[src/rtl/fetch_ctrl.sv]
// fetch_ctrl: single-issue instruction fetch sequencer with branch/jump redirect and retire counter.
// Define FETCH_DELAY_SLOT_EN to redirect after one delay-slot instruction instead of immediately.
module fetch_ctrl #(
    parameter logic [29:0] RESET_PC = 30'h0
) (
    input  logic        clk,
    input  logic        reset_n,
    output logic        imem_req,
    output logic [29:0] imem_addr,
    input  logic        imem_ready,
    input  logic [31:0] imem_rdata,
    output logic [31:0] instr,
    output logic        instr_valid,
    input  logic        exec_done,
    input  logic        br_taken,
    input  logic        jump,
    input  logic        halt,
    input  logic [15:0] imm16,
    input  logic [25:0] target26,
    output logic [31:0] retired
);

    typedef enum logic [1:0] {IDLE, FETCH, ISSUE, HALTED} state_t;

    state_t      state_q, state_d;
    logic [29:0] pc_q, pc_d;
    logic [31:0] instr_q, instr_d;
    logic [31:0] retired_q, retired_d;
    logic        imem_req_q, imem_req_d;
    logic        instr_valid_q, instr_valid_d;

    logic [29:0] pc_plus1;
    logic [29:0] redirect_pc;
    logic        redirect;

`ifdef FETCH_DELAY_SLOT_EN
    logic        pend_valid_q, pend_valid_d;
    logic [29:0] pend_pc_q, pend_pc_d;
`endif

    assign pc_plus1 = pc_q + 30'd1;
    assign redirect = jump | br_taken;

    // Jump takes priority over a simultaneously taken branch.
    always_comb begin
        if (jump) begin
            redirect_pc = {pc_plus1[29:26], target26};
        end else begin
            redirect_pc = pc_plus1 + {{14{imm16[15]}}, imm16};
        end
    end

    always_comb begin
        state_d   = state_q;
        pc_d      = pc_q;
        instr_d   = instr_q;
        retired_d = retired_q;
`ifdef FETCH_DELAY_SLOT_EN
        pend_valid_d = pend_valid_q;
        pend_pc_d    = pend_pc_q;
`endif
        case (state_q)
            IDLE: state_d = FETCH;
            FETCH: begin
                if (imem_ready) begin
                    instr_d = imem_rdata;
                    state_d = ISSUE;
                end
            end
            ISSUE: begin
                if (exec_done) begin
                    retired_d = retired_q + 32'd1;
                    state_d   = halt ? HALTED : FETCH;
`ifdef FETCH_DELAY_SLOT_EN
                    // The delay-slot instruction consumes the pending target and cannot redirect itself.
                    if (pend_valid_q) begin
                        pc_d         = pend_pc_q;
                        pend_valid_d = 1'b0;
                    end else begin
                        pc_d = pc_plus1;
                        if (redirect) begin
                            pend_valid_d = 1'b1;
                            pend_pc_d    = redirect_pc;
                        end
                    end
`else
                    pc_d = redirect ? redirect_pc : pc_plus1;
`endif
                end
            end
            HALTED:  state_d = HALTED;
            default: state_d = IDLE;
        endcase
        imem_req_d    = (state_d == FETCH);
        instr_valid_d = (state_d == ISSUE);
    end

    always_ff @(posedge clk) begin
        if (!reset_n) begin
            state_q       <= IDLE;
            pc_q          <= RESET_PC;
            instr_q       <= '0;
            retired_q     <= '0;
            imem_req_q    <= 1'b0;
            instr_valid_q <= 1'b0;
`ifdef FETCH_DELAY_SLOT_EN
            pend_valid_q  <= 1'b0;
            pend_pc_q     <= '0;
`endif
        end else begin
            state_q       <= state_d;
            pc_q          <= pc_d;
            instr_q       <= instr_d;
            retired_q     <= retired_d;
            imem_req_q    <= imem_req_d;
            instr_valid_q <= instr_valid_d;
`ifdef FETCH_DELAY_SLOT_EN
            pend_valid_q  <= pend_valid_d;
            pend_pc_q     <= pend_pc_d;
`endif
        end
    end

    assign imem_req    = imem_req_q;
    assign imem_addr   = pc_q;
    assign instr       = instr_q;
    assign instr_valid = instr_valid_q;
    assign retired     = retired_q;

endmodule

[config.mk]
export PLATFORM = sky130hd
export DESIGN_NAME = fetch_ctrl
export DESIGN_NICKNAME = d
export VERILOG_FILES = /design/src/rtl/fetch_ctrl.sv
export SDC_FILE = /design/constraint.sdc
export NUM_CORES = 1
export LEC_CHECK = 0
export BUFFER_PORTS_ARGS = -buffer_cell sky130_fd_sc_hd__buf_2
export CAP_MARGIN = 30
export CORE_MARGIN = 2
export CORE_UTILIZATION = 50
export DETAILED_ROUTE_END_ITERATION = 10
export HOLD_SLACK_MARGIN = 0.1
export PLACE_DENSITY = 0.75
export SYNTH_ARGS = -nofsm -noshare
export SYNTH_HDL_FRONTEND = slang
export SYNTH_SLANG_ARGS = --single-unit
[constraint.sdc]
create_clock -name clk -period 5.7 [get_ports clk]
set_input_delay 0.285 -clock clk [delete_from_list [all_inputs] [get_ports clk]]
set_output_delay 0.285 -clock clk [all_outputs]
set_load 0.05 [all_outputs]
# [Yosys cells after proc, flatten, opt, wreduce, memory -nomap -nowiden]
# Cells that the tools add are included.
[totals] out_inout_bits=96 register_bits=98 input_bits=81 word_cells=24
[op_classes] n_addsub=3 muxes=6 n_reduce_logical=3 bitwise_logic=1 n_eq_ne=5
[op_table] op="two-way mux 30 bit" n=2
[op_table] op="adder 32 x 1 -> 32 bit, second input constant" n=1
[op_table] op="adder 30 x 1 -> 30 bit, second input constant" n=1
[op_table] op="adder 30 bit" n=1
[op_table] op="case mux 2 bit (4 select lines)" n=1
[op_table] op="equality test 2 bit, second input constant" n=3
[op_table] op="two-way mux 2 bit" n=3
[op_table] op="equality test 2 x 1 -> 1 bit, second input constant" n=2
[op_table] op="AND reduction 2 bit" n=2
[op_table] op="zero test 2 bit" n=1
[op_table] op="OR 1 bit" n=1

# [Longest topological paths before layout]
# Gate-level depths: netlist of the first run.
[depth] word_depth=4 mapped_depth=17 depth_no_buf=15

# [Least setup slack after synthesis of the first run]
# No wires, ideal clock.
[synth_timing] kind="register to register" start="register pc_q[2] (netlist: imem_addr[2])" end="register pc_q[27] (netlist: imem_addr[27])" arrival_ps=3588 path_stages_with_launch=17 setup_time_ps=95 period_less_slack_ps=3684 slack_ps=2016 t_required_ps=5605 path_buffers=2 cell_sequence="dfxtp_1 > and3_1 > buf_2 > and4_1 > nand2_1 > xnor2_1 > ha_1 > buf_2 > nand4_2 > or3_1 > a21o_1 > a31oi_4 > o21ai_2 > o21bai_2 > o21bai_1 > mux2_1 > a221oi_1"
[synth_via] elab_chain_len=4
[synth_rtl] element="start, declared" line="26" text="logic [29:0] pc_q, pc_d;"
[synth_rtl] element="start signal, assigned" line="112" text="pc_q <= pc_d;"
[synth_rtl] element="adder 30 x 1 -> 30 bit *" line="41" text="assign pc_plus1 = pc_q + 30'd1;"
[synth_rtl] element="adder 30 bit" line="49" text="redirect_pc = pc_plus1 + {{14{imm16[15]}}, imm16};"
[synth_rtl] element="two-way mux 30 bit" line="46" text="if (jump) begin"
[synth_rtl] element="two-way mux 30 bit *" line="87" text="pc_d = redirect ? redirect_pc : pc_plus1;"
# Every way passes the cells marked *; elsewhere a longest branch is shown, timed or not.
# A chain may end at the register's enable or synchronous reset.

# [Worst setup path in the final report of the first run]
[layout_timing] start="register pc_q[0] (netlist: imem_addr[0])" end="register pc_q[25] (netlist: imem_addr[25])"
# The elaborated chain is that of the path after synthesis.

==> key figures, run 1 <==
CTS
  – H-tree levels: 3
  – CTS tree: done
  – Resized Gates After CTS: 0
  – Clock-pin slew on the worst setup and hold paths: ~0.070 ns
  – Clock Root Buffer: clkbuf_16
  – Deepest clock path buffer count: 2
  – Clk Latency, worst-skew pair: between 0.3 and 0.4 ns
  – Setup Buffers After CTS: 0
  – CTS Hold Bufs: 0
  – CTS Sinks: 98
  – TritonCTS buffer count: 9

Finish
  – NumNets Final: roughly 1100
  – Filler cells: around 1200
  – Layout cells sized above 1: 0.222
  – Area grow syn2layout: 18.6%
  – Ant diodes: 0

Placed design
  – Routability-driven placement congestion ratio: 0.977
  – I/O Buffers: 176
  – Setup WS pre-CTS: 1.95 ns
  – DPL Wire Length: approximately 13000 um

Yosys
  – Adder-cell share of the synthesized area: 0.0776
  – Sequential share of the synthesized area: 0.307
  – Average size of a mapped cell: roughly 7.8 um2
  – Largest family of logic cells by synthesized area: simple AND/OR/NAND/NOR gates
  – Post-synth top area share: 0.307
  – Synth area leader: dfxtp_1
  – YS warnings: 0
  – Compound-cell area share of the yosys netlist: 0.209
  – Largest cells by area after synthesis: dfxtp_1, nand2_1, ha_1
  – Cells after Synth: ~820
  – Simple-Gate Fraction of Synth Area: 0.243
  – Mux contribution to synthesized area: 0.0210
  – Commonest cells post-synth: nand2_1, dfxtp_1, a21oi_1
  – Most frequently used flop master after synthesis: dfxtp_1
  – Async set-reset flop share out of synthesis: 0
  – Dominant cell by count in the synthesized netlist: nand2_1
  – Cell variety after synth: just under 70
  – #FFs+latches synth: 98
  – Syn_nets: about 940
  – Synthesized area: about 6400 um2
  – XOR/XNOR share of the synthesized area: 0.0988
  – Post-synth EDFFs: 0

Critical path
  – Worst EP arrival: between 3 and 4 ns
  – Critical path class: reg -> reg
  – Largest fanout on the critical path: 9
  – CP endpoint kind: register
  – Worst EP required: 5.89 ns
  – CP Launch Type: register

Power
  – Comb pwr share: 0.182
  – Sequential power share: 0.446
  – Net switching power figure: between 0.4 and 0.5 mW
  – Leakage: 3.50 nW
  – Pwr Density: between 200 and 250 nW/um2
  – Switching share of power: 0.307
  – Pint: ~1.1 mW
  – Clock power share: 0.372
  – Maximum VDD drop: between 0.15 and 0.2 mV

Global route
  – Number of global-route vias before repair: roughly 5700
  – Global-route wire length before repair: roughly 28000 um
  – Antenna violations before repair: 0
  – Total congestion overflow: 0
  – Largest net degree at the start of global routing: 70
  – GRT Overall Usage: 0.261

Detailed routing
  – Initial DRT Pass Iterations: 5
  – Via/cell ratio: ~5.5
  – DRC Markers: 0
  – Metal-1 WL: between 8000 and 9000 um
  – Top metal layer carrying routed signals: met4
  – Post-route ant nets: 0
  – Routed WL: between 15000 and 20000 um
  – Wire per inst: roughly 16 um
  – Met2 routed WL: about 8100 um
  – Met3 wire len: ~1200 um
  – DR iter-0 viols: 400
  – Vias: between 6000 and 7000

Die
  – Die W: 117 um
  – IO Pins: around 180
  – Overall die height: around 120 um
  – Core Box Area: 12500 um2
  – DIE AREA: between 10000 and 15000 um2
  – Initial Util: 0.510
  – Num rows: approximately 40

Timing
  – RSZ-0062 raised after global routing: false
  – Count of pins over their slew limit: 0
  – Post-Route Setup TNS: 0 ns
  – Final hold vios: 0
  – Worst Slack Setup Final: roughly 1.9 ns
  – Min Tclk post-route: 3.78 ns
  – Final Skew: 0.00862 ns
  – Fmax: 264 MHz
  – Measured slew at the worst slew-check pin: roughly 0.88 ns
  – Final setup fails: 0
  – Slew Limit Headroom: 0.410
  – Final period util: 0.663

Hold path
  – HP Class: in -> reg

Job
  – Number of max-cap violations: 0

Outcome
  – Status: complete, no violations
power groups by stage:
stage                     combinational [mW]  sequential (mW)  clock (mW)
after floorplan                        0.151            0.790           0
after CTS                              0.291            0.716       0.609
after global routing                   0.318            0.719       0.635
final                                  0.292            0.716       0.598
after global placement                 0.289            0.731           0
after detailed placement               0.290            0.732           0
layout make-up:
type,count,area (um2),share of cell area
Clock buffer,10,239,0.0316
Clock inverter,6,46.3,0.00611
Inverter,12,45.0,0.00595
Multi-Input combinational cell,665,4150,0.548
Sequential cell,98,1960,0.259
Tap cell,172,215,0.0284
Timing Repair Buffer,181,918,0.121
critical path, cell delays in order (launching register included):
cell,delay (ns)
dfxtp_1,0.48
ha_1,0.29
nand3_1,0.15
nor2_1,0.38
nand3_1,0.15
xnor2_1,0.22
ha_1,0.36
a21oi_1,0.25
o211ai_1,0.14
nor2_1,0.10
inv_1,0.06
o21a_1,0.20
nand2b_1,0.15
a2111o_1,0.41
o21ai_0,0.14
o32ai_1,0.13
state kept, by name, indices dropped and copies added, names as in the netlist:
signal and count:
instr_valid 1, state_q 2, imem_addr 30, instr 32, retired 32, imem_req 1
metrics by stage:
stage / std cells / total power [mW] / util / hold WS [ns] / cell area, um2
3_5_place_dp: 1128 / 1.02 / 0.582 / 0.443 / 7290
5_1_grt: 1144 / 1.67 / 0.605 / 0.165 / 7570
2_1_floorplan: 817 / 0.941 / - / 0.421 / 6380
4_1_cts: 1144 / 1.62 / 0.605 / 0.162 / 7570
3_3_place_gp: 1128 / 1.02 / 0.582 / 0.439 / 7290
6_report: 1144 / 1.61 / 0.605 / 0.168 / 7570
metal layers:
layer | global-route usage | up-vias
met4 | 0.0980 | 0
met3 | 0.0649 | 26
li1 | - | 3197
met1 | 0.344 | 2915
met5 | 0 | -
met2 | 0.412 | 202
path summary, 6_finish.rpt:
check | start | endpoint | slack [ns] | depth (start not counted)
worst max-delay path | imem_addr[0]$_SDFFE_PN0P_ | imem_addr[25]$_SDFFE_PN0P_ | 1.92 | 15
worst min-delay path | imem_rdata[1] | instr[1]$_SDFFE_PN0P_ | 0.17 | 3
worst max register to register | imem_addr[0]$_SDFFE_PN0P_ | imem_addr[25]$_SDFFE_PN0P_ | 1.92 | 15
worst min register to register | instr[2]$_SDFFE_PN0P_ | instr[2]$_SDFFE_PN0P_ | 0.45 | 2
kinds of logic after synthesis:
kind of cell | after synthesis
AND/OR/NAND/NOR | 331
AO/OA/AOI/OAI | 210
flip-flops | 98
XOR/XNOR | 72
buffers and inverters | 54
adder cells (fa/ha/maj) | 39
multiplexers | 13
cell usage in the layout (no fill, tap or decap), drive strengths merged, types with 12 or more instances in the layout:
| cell type | synthesis | routed |
|---|---|---|
| a21o | 15 | 15 |
| a21oi | 87 | 87 |
| and3 | 20 | 20 |
| buf | 9 | 181 |
| dfxtp | 98 | 98 |
| ha | 38 | 38 |
| inv | 11 | 14 |
| nand2 | 129 | 129 |
| nand3 | 36 | 36 |
| nand4 | 16 | 16 |
| nor2 | 76 | 76 |
| o211ai | 12 | 12 |
| o21ai | 39 | 39 |
| xnor2 | 39 | 39 |
| xor2 | 33 | 33 |
Power figures use the tool's default switching activity.
==> run 2: changes to the inputs <==
--- a/config.mk
+++ b/config.mk
@@ -5,13 +5,14 @@
 export SDC_FILE = /design/constraint.sdc
 export NUM_CORES = 1
 export LEC_CHECK = 0
+export ABC_AREA = 1
 export BUFFER_PORTS_ARGS = -buffer_cell sky130_fd_sc_hd__buf_2
 export CAP_MARGIN = 30
 export CORE_MARGIN = 2
 export CORE_UTILIZATION = 50
 export DETAILED_ROUTE_END_ITERATION = 10
 export HOLD_SLACK_MARGIN = 0.1
-export PLACE_DENSITY = 0.75
+export PLACE_DENSITY = 0.76
 export SYNTH_ARGS = -nofsm -noshare
 export SYNTH_HDL_FRONTEND = slang
 export SYNTH_SLANG_ARGS = --single-unit
==> constraint.sdc (replaced) <==
create_clock -name clk -period 3.1 [get_ports clk]
set_input_delay 0.155 -clock clk [delete_from_list [all_inputs] [get_ports clk]]
set_output_delay 0.155 -clock clk [all_outputs]
set_load 0.05 [all_outputs]
==> key figures, run 2 <==
Outcome
  – Status: complete, no violations

Critical path
  – Worst EP required: 3.35 ns (-2.54 ns)
  – Critical path class: reg -> reg
  – Critical path, cell by cell: nand2_1 -> nor2_2 -> nand2_1 -> nor2_2 -> xor2_2 -> ha_1 -> nand2_1 -> inv_1 -> nand2_1 -> nand3_1 -> a21oi_1 -> nand2_1 -> or2_2 -> nand3_1 -> a31oi_1
  – CP max stage cell: dfxtp_1
  – Largest stage delay, worst path: 0.42 ns (-0.06 ns)
  – CP Launch Type: register
  – Top cell family by delay on the critical path: simple AND/OR/NAND/NOR gates
  – CP dominant cell by count: nand2_1
  – CP endpoint kind: register
  – Worst EP arrival: 3.16 ns (-0.81 ns)
  – Largest fanout on the critical path: 5 (-4)
  – Buf+Inv Stages, Crit Path: 1 (unchanged)

Yosys
  – #FFs+latches synth: 98 (unchanged)
  – Cell variety after synth: 41 (-41%)
  – Async set-reset flop share out of synthesis: 0 (unchanged)
  – Synth area leader: dfxtp_1
  – Sequential share of the synthesized area: 0.266 (-0.0410)
  – Post-synth EDFFs: 0 (unchanged)
  – Post-synth top area share: 0.266 (-0.0410)
  – Synthesized area: 7370 um2 (+15%)
  – YS warnings: 0 (unchanged)
  – Average size of a mapped cell: 6.05 um2 (-23%)
  – Largest cells by area after synthesis: dfxtp_1, nand2_1, nor2_1
  – Most frequently used flop master after synthesis: dfxtp_1
  – Syn_nets: 1337 (+43%)
  – Dominant cell by count in the synthesized netlist: nand2_1
  – Cells after Synth: 1217 (+49%)
  – Commonest cells post-synth: nand2_1, nor2_1, inv_1

Detailed routing
  – Routed WL: 25400 um (+42%)
  – DRC Markers: 0 (unchanged)
  – DR iter-0 viols: 575 (+44%)
  – Via/cell ratio: 5.33 (-3.9%)
  – Initial DRT Pass Iterations: 5 (unchanged)
  – Post-route ant nets: 0 (unchanged)
  – Wire per inst: 15.7 um (+0.47%)
  – Vias: 8621 (+36%)

Finish
  – FF/Latch Area: 1970 um2 (+0.57%)
  – Area grow syn2layout: 25.6%
  – Most common cell after layout, fill and taps aside: nand2_1
  – Cell area after layout: 9260 um2 (+22%)
  – Filler cells: 1373 (+11%)
  – Multi-input logic area: 4730 um2 (+14%)
  – Most frequent cells in the layout: nand2_1, buf_2, inv_1, nor2_1, dfxtp_1
  – Layout cells sized above 1: 0.186 (-0.0359)
  – NumNets Final: 1548 (+42%)

CTS
  – Clock-pin slew on the worst setup and hold paths: 0.08 ns (about the same)
  – Clock Root Buffer: clkbuf_16
  – CTS Sinks: 98 (unchanged)
  – CTS tree: done
  – Clk Latency, worst-skew pair: 0.36 ns (about the same)
  – Deepest clock path buffer count: 2 (unchanged)
  – TritonCTS buffer count: 9 (unchanged)
  – Setup Buffers After CTS: 0 (unchanged)
  – H-tree levels: 3 (unchanged)

Timing
  – RSZ-0062 raised after global routing: true
  – Final period util: 0.939 (+0.275)
  – Fmax: 344 MHz (+30%)
  – Measured slew at the worst slew-check pin: 1.01 ns (+0.131 ns)
  – WHS: 0.114 ns (-0.0540 ns)
  – Worst Slack Setup Final: 0.190 ns (-1.73 ns)
  – Final setup fails: 0 (unchanged)
  – Final hold vios: 0 (unchanged)
  – Slew Limit Headroom: 0.325 (-0.0844)
  – Final Skew: 0.0115 ns (+0.00283 ns)
  – Post-Route Setup TNS: 0 ns (unchanged)
  – Min Tclk post-route: 2.91 ns (-0.871 ns)
  – Count of pins over their slew limit: 0 (unchanged)

Placed design
  – Setup WS pre-CTS: 0.00520 ns (-1.94 ns)
  – Routability-driven placement congestion ratio: 0.995 (+1.9%)
  – I/O Buffers: 176 (unchanged)
  – Placed cell areas: 8500 um2 (+17%)
  – DPL Wire Length: 18800 um (+43%)

Die
  – Die W: 125 um (+7.2%)
  – DIE AREA: 15700 um2 (+15%)
  – Core Box Area: 14500 um2 (+16%)
  – Num rows: 44 (+7.3%)
  – IO Pins: 177 (unchanged)
  – Initial Util: 0.509 (-0.00118)
  – Overall die height: 125 um (+7.2%)

Power
  – Pwr Density: 365 nW/um2 (+72%)
  – Leakage: 4.83 nW (+38%)
  – Maximum VDD drop: 0.316 mV (+89%)

Global route
  – Total congestion overflow: 0 (unchanged)
  – GRT Overall Usage: 0.319 (+0.0584)
  – Largest net degree at the start of global routing: 72 (+2.9%)
  – Global-route wire length before repair: 40400 um (+43%)
  – Antenna violations before repair: 2 (+2)
  – Number of global-route vias before repair: 8212 (+44%)

Job
  – Number of max-cap violations: 0 (unchanged)

Hold path
  – HP Class: in -> reg
[run 2: cell types whose count changed in the layout (fill, tap and decap cells not counted), sizes merged, moves of 19 or more]
cell	before	now
nand2	129	331
inv	14	172
nor2	76	182
o21ai	39	79
nand3	36	74
dlygate4sd3	0	36
xnor2	39	7
and3	20	1
nor3	6	25
[run 2: logic make-up after synthesis]
family / after synthesis / synth area share
buf+inv: 200 / 0.102
xor+xnor: 31 / 0.0369
simple gates: 657 / 0.389
compound gates: 192 / 0.138
fa+ha+maj: 39 / 0.0673
flops: 98 / 0.266
[run 2: layout make-up]
| type | instances | share of cell area |
|---|---|---|
| multi-input combinational | 919 | 0.511 |
| sequential | 98 | 0.213 |
| timing repair buffer | 230 | 0.149 |
| inverter | 170 | 0.0689 |
| clock buffer | 11 | 0.0262 |
| tap | 184 | 0.0249 |
| clock inverter | 5 | 0.00730 |
| antenna | 1 | 0.000270 |
[run 2: power by group]
group	internal (mW)	total (mW)	leakage (nW)	switching [mW]
Clock	0.665	1.22	0.153	0.557
Combinational	0.252	0.801	3.87	0.550
Sequential	1.31	1.36	0.801	0.0436
[run 2: path summary, 6_finish.rpt]
check / startpoint / to / slack (ns) / depth (start not counted)
setup / recovery: imem_addr[5]$_SDFFE_PN0P_ / imem_addr[13]$_SDFFE_PN0P_ / 0.19 / 15
hold / removal: target26[4] / imem_addr[4]$_SDFFE_PN0P_ / 0.11 / 3
setup reg to reg: imem_addr[5]$_SDFFE_PN0P_ / imem_addr[13]$_SDFFE_PN0P_ / 0.19 / 15
hold reg to reg: retired[1]$_SDFFE_PN0P_ / retired[1]$_SDFFE_PN0P_ / 0.51 / 2
[run 2: through the flow]
stage,power [mW],util,instances
after floorplan,1.89,-,1217
after global placement,2.12,0.587,1565
after CTS,3.37,0.634,1617
after global routing,3.51,0.639,1617
after detailed placement,2.13,0.587,1565
final,3.38,0.639,1618
[run 2: worst reg2reg max path: stages (launching register included)]
cell and delay, ns:
dfxtp_1 0.42, nand2_1 0.13, nor2_2 0.20, nand2_1 0.13
nor2_2 0.22, xor2_2 0.22, ha_1 0.33, nand2_1 0.14
inv_1 0.05, nand2_1 0.06, nand3_1 0.14, a21oi_1 0.16
nand2_1 0.17, or2_2 0.32, nand3_1 0.07, a31oi_1 0.07
[run 2: what timing repair did]
action / 4_1_cts / 5_1_grt
endpoints found under the hold margin: 36 / 0
gates resized for setup: 1 / 21
hold buffers: 36 / 0
setup endpoints to repair: 1 / 14
[run 2: routing by layer]
layer,vias up,global-route usage,wire length (um)
li1,4317,-,-
met1,3922,0.405,10600
met2,322,0.543,12000
met3,58,0.0518,2030
met4,2,0.125,860
met5,-,0,16
